[src/rtl/r2_sdf_ctrl.sv]
// Radix-2 single-delay-feedback butterfly stage that drives one external FWFT feedback FIFO.
// Stores a-samples, forms scaled sum/difference pairs, and replays stored differences later.
module r2_sdf_ctrl #(
    parameter int width = 16,
    parameter int depth = 32,
    localparam int L = $clog2(depth)
) (
    input  logic             clk,
    input  logic             areset,
    input  logic             in_valid,
    output logic             in_ready,
    input  logic [width-1:0] in_re,
    input  logic [width-1:0] in_im,
    input  logic             flush,
    output logic             en_wr,
    output logic [width-1:0] wr_re,
    output logic [width-1:0] wr_im,
    output logic             en_rd,
    input  logic [width-1:0] rd_re,
    input  logic [width-1:0] rd_im,
    input  logic             full_re,
    input  logic             full_im,
    input  logic             empty_re,
    input  logic             empty_im,
    output logic             out_valid,
    output logic [width-1:0] out_re,
    output logic [width-1:0] out_im,
    output logic             out_diff,
    output logic [L-1:0]     out_idx,
    output logic             err
);

    typedef enum logic [1:0] {FILL, BFLY, FLUSH} state_e;

    state_e             state_q, state_d;
    logic [L-1:0]       cnt_q, cnt_d;
    logic               pend_q, pend_d;
    logic               err_q, err_d;
    logic               out_valid_q, out_valid_d;
    logic [width-1:0]   out_re_q, out_re_d;
    logic [width-1:0]   out_im_q, out_im_d;
    logic               out_diff_q, out_diff_d;
    logic [L-1:0]       out_idx_q, out_idx_d;

    logic               accept, lastCnt, rdReq, wrReq, fifoFull, fifoEmpty;
    logic signed [width:0] sumRe, sumIm, difRe, difIm;

    // Butterfly arithmetic at width+1 bits; taking bits [width:1] is the >>>1 truncated to width.
    assign sumRe = {rd_re[width-1], rd_re} + {in_re[width-1], in_re};
    assign sumIm = {rd_im[width-1], rd_im} + {in_im[width-1], in_im};
    assign difRe = {rd_re[width-1], rd_re} - {in_re[width-1], in_re};
    assign difIm = {rd_im[width-1], rd_im} - {in_im[width-1], in_im};

    assign in_ready  = (state_q != FLUSH) & ~areset;
    assign accept    = in_valid & in_ready;
    assign lastCnt   = (cnt_q == L'(depth - 1));
    assign fifoFull  = full_re | full_im;
    assign fifoEmpty = empty_re | empty_im;

    always_comb begin
        state_d     = state_q;
        cnt_d       = cnt_q;
        pend_d      = pend_q;
        rdReq       = 1'b0;
        wrReq       = 1'b0;
        wr_re       = in_re;
        wr_im       = in_im;
        out_valid_d = 1'b0;
        out_re_d    = out_re_q;
        out_im_d    = out_im_q;
        out_diff_d  = out_diff_q;
        out_idx_d   = out_idx_q;
        case (state_q)
            FILL: begin
                if (accept) begin
                    wrReq = 1'b1;
                    if (pend_q) begin
                        rdReq       = 1'b1;
                        out_valid_d = 1'b1;
                        out_re_d    = rd_re;
                        out_im_d    = rd_im;
                        out_diff_d  = 1'b1;
                        out_idx_d   = cnt_q;
                    end
                    cnt_d = cnt_q + L'(1);
                    if (lastCnt) begin
                        state_d = BFLY;
                        cnt_d   = '0;
                        pend_d  = 1'b0;
                    end
                end else if ((cnt_q == '0) && pend_q && flush && !in_valid) begin
                    state_d = FLUSH;
                end
            end
            BFLY: begin
                if (accept) begin
                    rdReq       = 1'b1;
                    wrReq       = 1'b1;
                    wr_re       = difRe[width:1];
                    wr_im       = difIm[width:1];
                    out_valid_d = 1'b1;
                    out_re_d    = sumRe[width:1];
                    out_im_d    = sumIm[width:1];
                    out_diff_d  = 1'b0;
                    out_idx_d   = cnt_q;
                    cnt_d       = cnt_q + L'(1);
                    if (lastCnt) begin
                        state_d = FILL;
                        cnt_d   = '0;
                        pend_d  = 1'b1;
                    end
                end
            end
            FLUSH: begin
                rdReq       = 1'b1;
                out_valid_d = 1'b1;
                out_re_d    = rd_re;
                out_im_d    = rd_im;
                out_diff_d  = 1'b1;
                out_idx_d   = cnt_q;
                cnt_d       = cnt_q + L'(1);
                if (lastCnt) begin
                    state_d = FILL;
                    cnt_d   = '0;
                    pend_d  = 1'b0;
                end
            end
            default: state_d = FILL;
        endcase
        en_rd = rdReq & ~areset;
        en_wr = wrReq & ~areset;
        err_d = err_q | (en_wr & fifoFull) | (en_rd & fifoEmpty);
    end

    always_ff @(posedge clk) begin
        if (areset) begin
            state_q     <= FILL;
            cnt_q       <= '0;
            pend_q      <= 1'b0;
            err_q       <= 1'b0;
            out_valid_q <= 1'b0;
            out_re_q    <= '0;
            out_im_q    <= '0;
            out_diff_q  <= 1'b0;
            out_idx_q   <= '0;
        end else begin
            state_q     <= state_d;
            cnt_q       <= cnt_d;
            pend_q      <= pend_d;
            err_q       <= err_d;
            out_valid_q <= out_valid_d;
            out_re_q    <= out_re_d;
            out_im_q    <= out_im_d;
            out_diff_q  <= out_diff_d;
            out_idx_q   <= out_idx_d;
        end
    end

    assign out_valid = out_valid_q;
    assign out_re    = out_re_q;
    assign out_im    = out_im_q;
    assign out_diff  = out_diff_q;
    assign out_idx   = out_idx_q;
    assign err       = err_q;

endmodule

[config.mk]
export PLATFORM = sky130hd
export DESIGN_NAME = r2_sdf_ctrl
export DESIGN_NICKNAME = d
export VERILOG_FILES = /design/src/rtl/r2_sdf_ctrl.sv
export SDC_FILE = /design/constraint.sdc
export NUM_CORES = 1
export LEC_CHECK = 0
export ABC_CLOCK_PERIOD_IN_PS = 3260
export BUFFER_PORTS_ARGS = -buffer_cell sky130_fd_sc_hd__buf_4
export CAP_MARGIN = 0
export CORE_AREA = 2 2 104 106
export DETAILED_ROUTE_END_ITERATION = 7
export DIE_AREA = 0 0 106 108
export PLACE_DENSITY = 0.85
export SYNTH_ARGS = -nofsm -noshare
export SYNTH_HDL_FRONTEND = slang
export SYNTH_SLANG_ARGS = --single-unit
[constraint.sdc]
create_clock -name clk -period 3.26 [get_ports clk]
set_clock_uncertainty 0.1 [all_clocks]
set_input_delay 0.163 -clock clk [delete_from_list [all_inputs] [get_ports clk]]
set_output_delay 0.163 -clock clk [all_outputs]
set_load 0.05 [all_outputs]
# Word-level counts from Yosys, hierarchy flattened
# Index checks and enable logic that the tools add are counted.
[word_totals]
output_inout_bits = 75
input_bits = 72
wordCells = 88
register_bits = 48
[op_classes]
mux = 39
n_eq_ne = 11
bitwise_logic = 11
n_addsub = 5
n_reduce_logical = 13
[op_table]
columns = ["op", "n"]
rows = [
  ["$mux W16", 10],
  ["$pmux W16 S3", 2],
  ["$add A16 B16 Y17", 2],
  ["$sub A16 B16 Y17", 2],
  ["$mux W5", 5],
  ["$pmux W5 S3", 1],
  ["$mux W1", 11],
  ["$mux W2", 5],
  ["$ne A2 B2 Y1 const B", 5],
  ["$pmux W5 S2", 1],
  ["$pmux W1 S3", 3],
  ["$reduce_and A4 Y1", 2],
  ["$and A1 B1 Y1", 6],
  ["$ne A3 B3 Y1 const B", 2],
  ["$pmux W2 S3", 1],
  ["$add A5 B1 Y5 const B", 1],
  ["$eq A5 B5 Y1 const B", 1],
  ["$logic_not A5 Y1", 1],
  ["$or A1 B1 Y1", 4],
  ["$logic_and A1 B1 Y1", 3],
  ["$reduce_and A3 Y1", 1],
  ["$reduce_bool A3 Y1", 1],
  ["$eq A2 B1 Y1 const B", 1],
  ["$eq A2 B2 Y1 const B", 1],
  ["7 further kinds", 7],
]

# Logic depth before layout (Yosys ltp)
[logic_depth]
word_depth = 9
ltp_mapped = 10
depth_no_buf = 9

# Worst setup path after synthesis
# Ideal clock, no wire load.
[synth_timing]
path_kind = "reg-to-reg"
startpoint = "reg state_q[0]"
endpoint = "reg err_q, in the netlist err"
period_less_slack_ps = 3127
path_slack_ps = 133
t_arrival_ps = 2952
stages_incl_launch_ff = 10
setup_time_ps = 76
path_cell_list = "dfxtp_1 inv_1 ha_1 nor3b_2 and2_1 clkbuf_1 a211oi_1 nor3_1 o21ai_0 a31oi_1"
[synth_lines]
columns = ["element", "line", "text"]
rows = [
  ["start: declaration", "35", "state_e state_q, state_d;"],
  ["start signal: assignment", "147", "state_q <= state_d;"],
  ["$ne A2 B2 Y1", "54", "assign in_ready = (state_q != FLUSH) & ~areset;"],
  ["$and A1 B1 Y1", "54", ""],
  ["$and A1 B1 Y1", "55", "assign accept = in_valid & in_ready;"],
  ["$mux W1 (on tied branches)", "96, 75", ""],
  ["$pmux W1 S3 *", "73", "case (state_q)"],
  ["$and A1 B1 Y1 *", "130", "en_rd = rdReq & ~areset;"],
  ["via en_rd", "18", "output logic en_rd,"],
  ["$and A1 B1 Y1 *", "132", "err_d = err_q | (en_wr & fifoFull) | (en_rd & fifoEmpty);"],
  ["$or A1 B1 Y1 *", "132", ""],
  ["end signal: assignment", "150", "err_q <= err_d;"],
  ["end: declaration", "38", "logic err_q, err_d;"],
]
# Mark *: on every way through the listed nets, which the timed path passes. The rest lies on a longest branch.
# A chain may end at the register's enable or synchronous reset.

# Final worst setup path
[layout_timing]
startpoint = "reg state_q[0]"
endpoint = "out wr_re[14]"
[layout_between]
elab_chain_len = 5
[layout_lines]
columns = ["element", "line", "text"]
rows = [
  ["$ne A2 B2 Y1", "54", ""],
  ["$and A1 B1 Y1", "54", ""],
  ["$and A1 B1 Y1", "55", ""],
  ["$mux W16", "96", "if (accept) begin"],
  ["$mux W16 *", "73", ""],
  ["end: declaration", "16", "output logic [width-1:0] wr_re,"],
]
# Mark *: on every way between the ends. The rest lies on a longest branch, timed or not.

==> flow_summary.toml <==
[status]
status = "finished, final reports clean"

[synth]
async_reset_ff_frac = 0
syn-cell-area_sq_um = 5560
yosysWarnings = 0
ys_seq_area_frac = 0.173
postSynthNetCount = 907
synth_cells = 764
ys_ff_latch = 48
synth_edf_count = 0
synth_ff_type = "dfxtp_1"
yosysUniqueCellTypes = 65
avgSynthCellArea_sq_um = 7.28

[timing]
rsz0062_at_grt = "false"
hold_viol_final = 0
slew_violations = 0
fin_setup_tns_ps = 0
fmax_mhz = 356
maxSlewHeadroom = 0.325
setup_ws_ps = 450
max_slew.worst_pin.slew_ps = 1000
fin_crit_ps = 2810
setup_violations = 0
fin_crit_sh = 0.862

[finish]
design_area_sq_um = 6750
drive_above_1_share = 0.210
antennaDiodeCount = 0
final_common_cell = "buf_4"
syn_to_final_growth_pct = 21.4
finish.net_count = 1021
final_cell_mix = "buf_4 (154), a21oi_1 (75), nor2_1 (71)"
n_fill_cell = 917

[critical_path]
crit_path_start_kind = "flop"
endpoint_kind = "output pin"
path_class = "flop to output pin"
crit_fanout = 15
rr_worst_depth = 7
reg2reg_slack_ps = 670
worstPathArrival_ps = 2550
cp_data_required_time_ps = 3000

[route]
viasPerCell = 5.85
vias = 5933
drt_iter0_drc = 331
wl_per_cell_um = 15.9
firstDrtPassIters = 6
ant_nets = 0
drc = 0
drt-total-wl_um = 16200

[cts]
cts_root_buffer = "clkbuf_8"
post-cts-setup-buffers = 0
hold_buffers = 0
cts_buffers = 5
clk_latency_ps = 300
clk_pin_slew_ps = 90
cts.sinks = 48
clock_path_buffers = 2
cts_resized = 0
cts_tree = "built"
htree_levels = 2

[die]
dieArea_sq_um = 11400
die_w_um = 106
die_h_um = 108
start_util = 0.543
boundaryPins = 147
row_count = 37
core_sq_um = 10200

[min_path]
hold_class = "input pin to flop"
hold_path_depth = 3

[global_route]
grt_antenna_before_repair = 0
track_usage = 0.279
grt_max_degree = 48
grt.overflow.total = 0
grt_pass1_wl_um = 26400
grt_pass1_vias = 5488

[placement]
post_dp_cell_area_sq_um = 6660
gp_congestion = 1.00
hpwlAfterDp_um = 12600
port_buffers = 146
pre_cts_ws_ps = 494

[job]
maxCapViolCount = 0

[power]
p_leak_nw = 3.17
totalPowerFinal_mw = 2.13
ir_drop_uv = 195
power_density_nw_per_um2 = 315
==> per-stage QoR <==
stage / hold WS [ps] / cells / util
2_1_floorplan: 226 / 764 / -
3_3_place_gp: 339 / 1007 / 0.651
3_5_place_dp: 351 / 1007 / 0.651
4_1_cts: 46.9 / 1014 / 0.660
5_1_grt: 45.2 / 1014 / 0.660
6_report: 56.6 / 1014 / 0.660
==> power breakdown <==
part,switching [mW],internal (mW)
Combinational,0.683,0.423
Clock,0.209,0.170
Sequential,0.0249,0.617
==> worst max-delay path: stages (launching register included) <==
cell and delay (ps):
dfxtp_1 420, inv_1 110, ha_1 270, nor3b_2 360
and2_1 320, buf_4 270, o211a_1 170, a211o_1 120
buf_4 200
==> cell families after synthesis <==
family | synth area share
compound gates | 0.306
xor+xnor | 0.0709
fa+ha+maj | 0.165
buf+inv | 0.0871
mux | 0.0149
flops | 0.173
simple gates | 0.183
==> cell type report <==
type	instances	area (sq um)	share of cell area
inverters	67	251	0.0373
clock buffers	6	82.6	0.0122
well taps	136	170	0.0252
flip-flops and latches	48	961	0.142
repair buffers	154	1160	0.171
multi-input cells	602	4120	0.610
clock inverters	1	8.76	0.00130
==> sequential cells by signal, indices dropped and copies added, names as in the netlist <==
| register | cells |
|---|---|
| state_q | 2 |
| out_diff | 1 |
| out_re | 16 |
| out_idx | 5 |
| cnt_q | 5 |
| err | 1 |
| out_valid | 1 |
| pend_q | 1 |
| out_im | 16 |
==> per-layer routing <==
| layer | up-vias | track usage | share of wire |
|---|---|---|---|
| met5 | - | 0 | 0 |
| met4 | 0 | 0.0686 | 0.017 |
| met3 | 22 | 0.0295 | 0.067 |
| met2 | 231 | 0.485 | 0.48 |
| met1 | 2756 | 0.373 | 0.44 |
| li1 | 2924 | - | - |
==> synth_stat cells, drive strengths merged, types with 4 or more instances <==
cell	count	area share
a211oi	20	0.029
nand2b	5	0.0056
nor4	5	0.0056
o21ai	66	0.059
o211ai	6	0.0081
inv	66	0.045
mux2i	6	0.011
a211o	9	0.014
ha	67	0.15
or2	5	0.0056
xnor2	39	0.061
nor3b	4	0.0063
buf	12	0.013
xor2	6	0.0095
dfxtp	48	0.17
nand2	62	0.042
and3	12	0.014
clkbuf	34	0.027
a21oi	75	0.068
nor3	19	0.018
nor2	71	0.048
a21o	8	0.011
nand3	9	0.0081
nor2b	13	0.015
a221oi	6	0.013
a2111oi	5	0.0079
o21bai	8	0.011
o22ai	6	0.0068
a31oi	12	0.014
o31ai	8	0.013
nand4	4	0.0045
a21boi	5	0.0067
fa	4	0.014
==> worst paths after layout <==
kind                     end  startpoint
setup / recovery   wr_re[14]  state_q[0]
hold / removal    out_re[13]   rd_re[13]
setup reg to reg    cnt_q[2]  state_q[0]
hold reg to reg          err         err
Power figures use the tool's default switching activity.
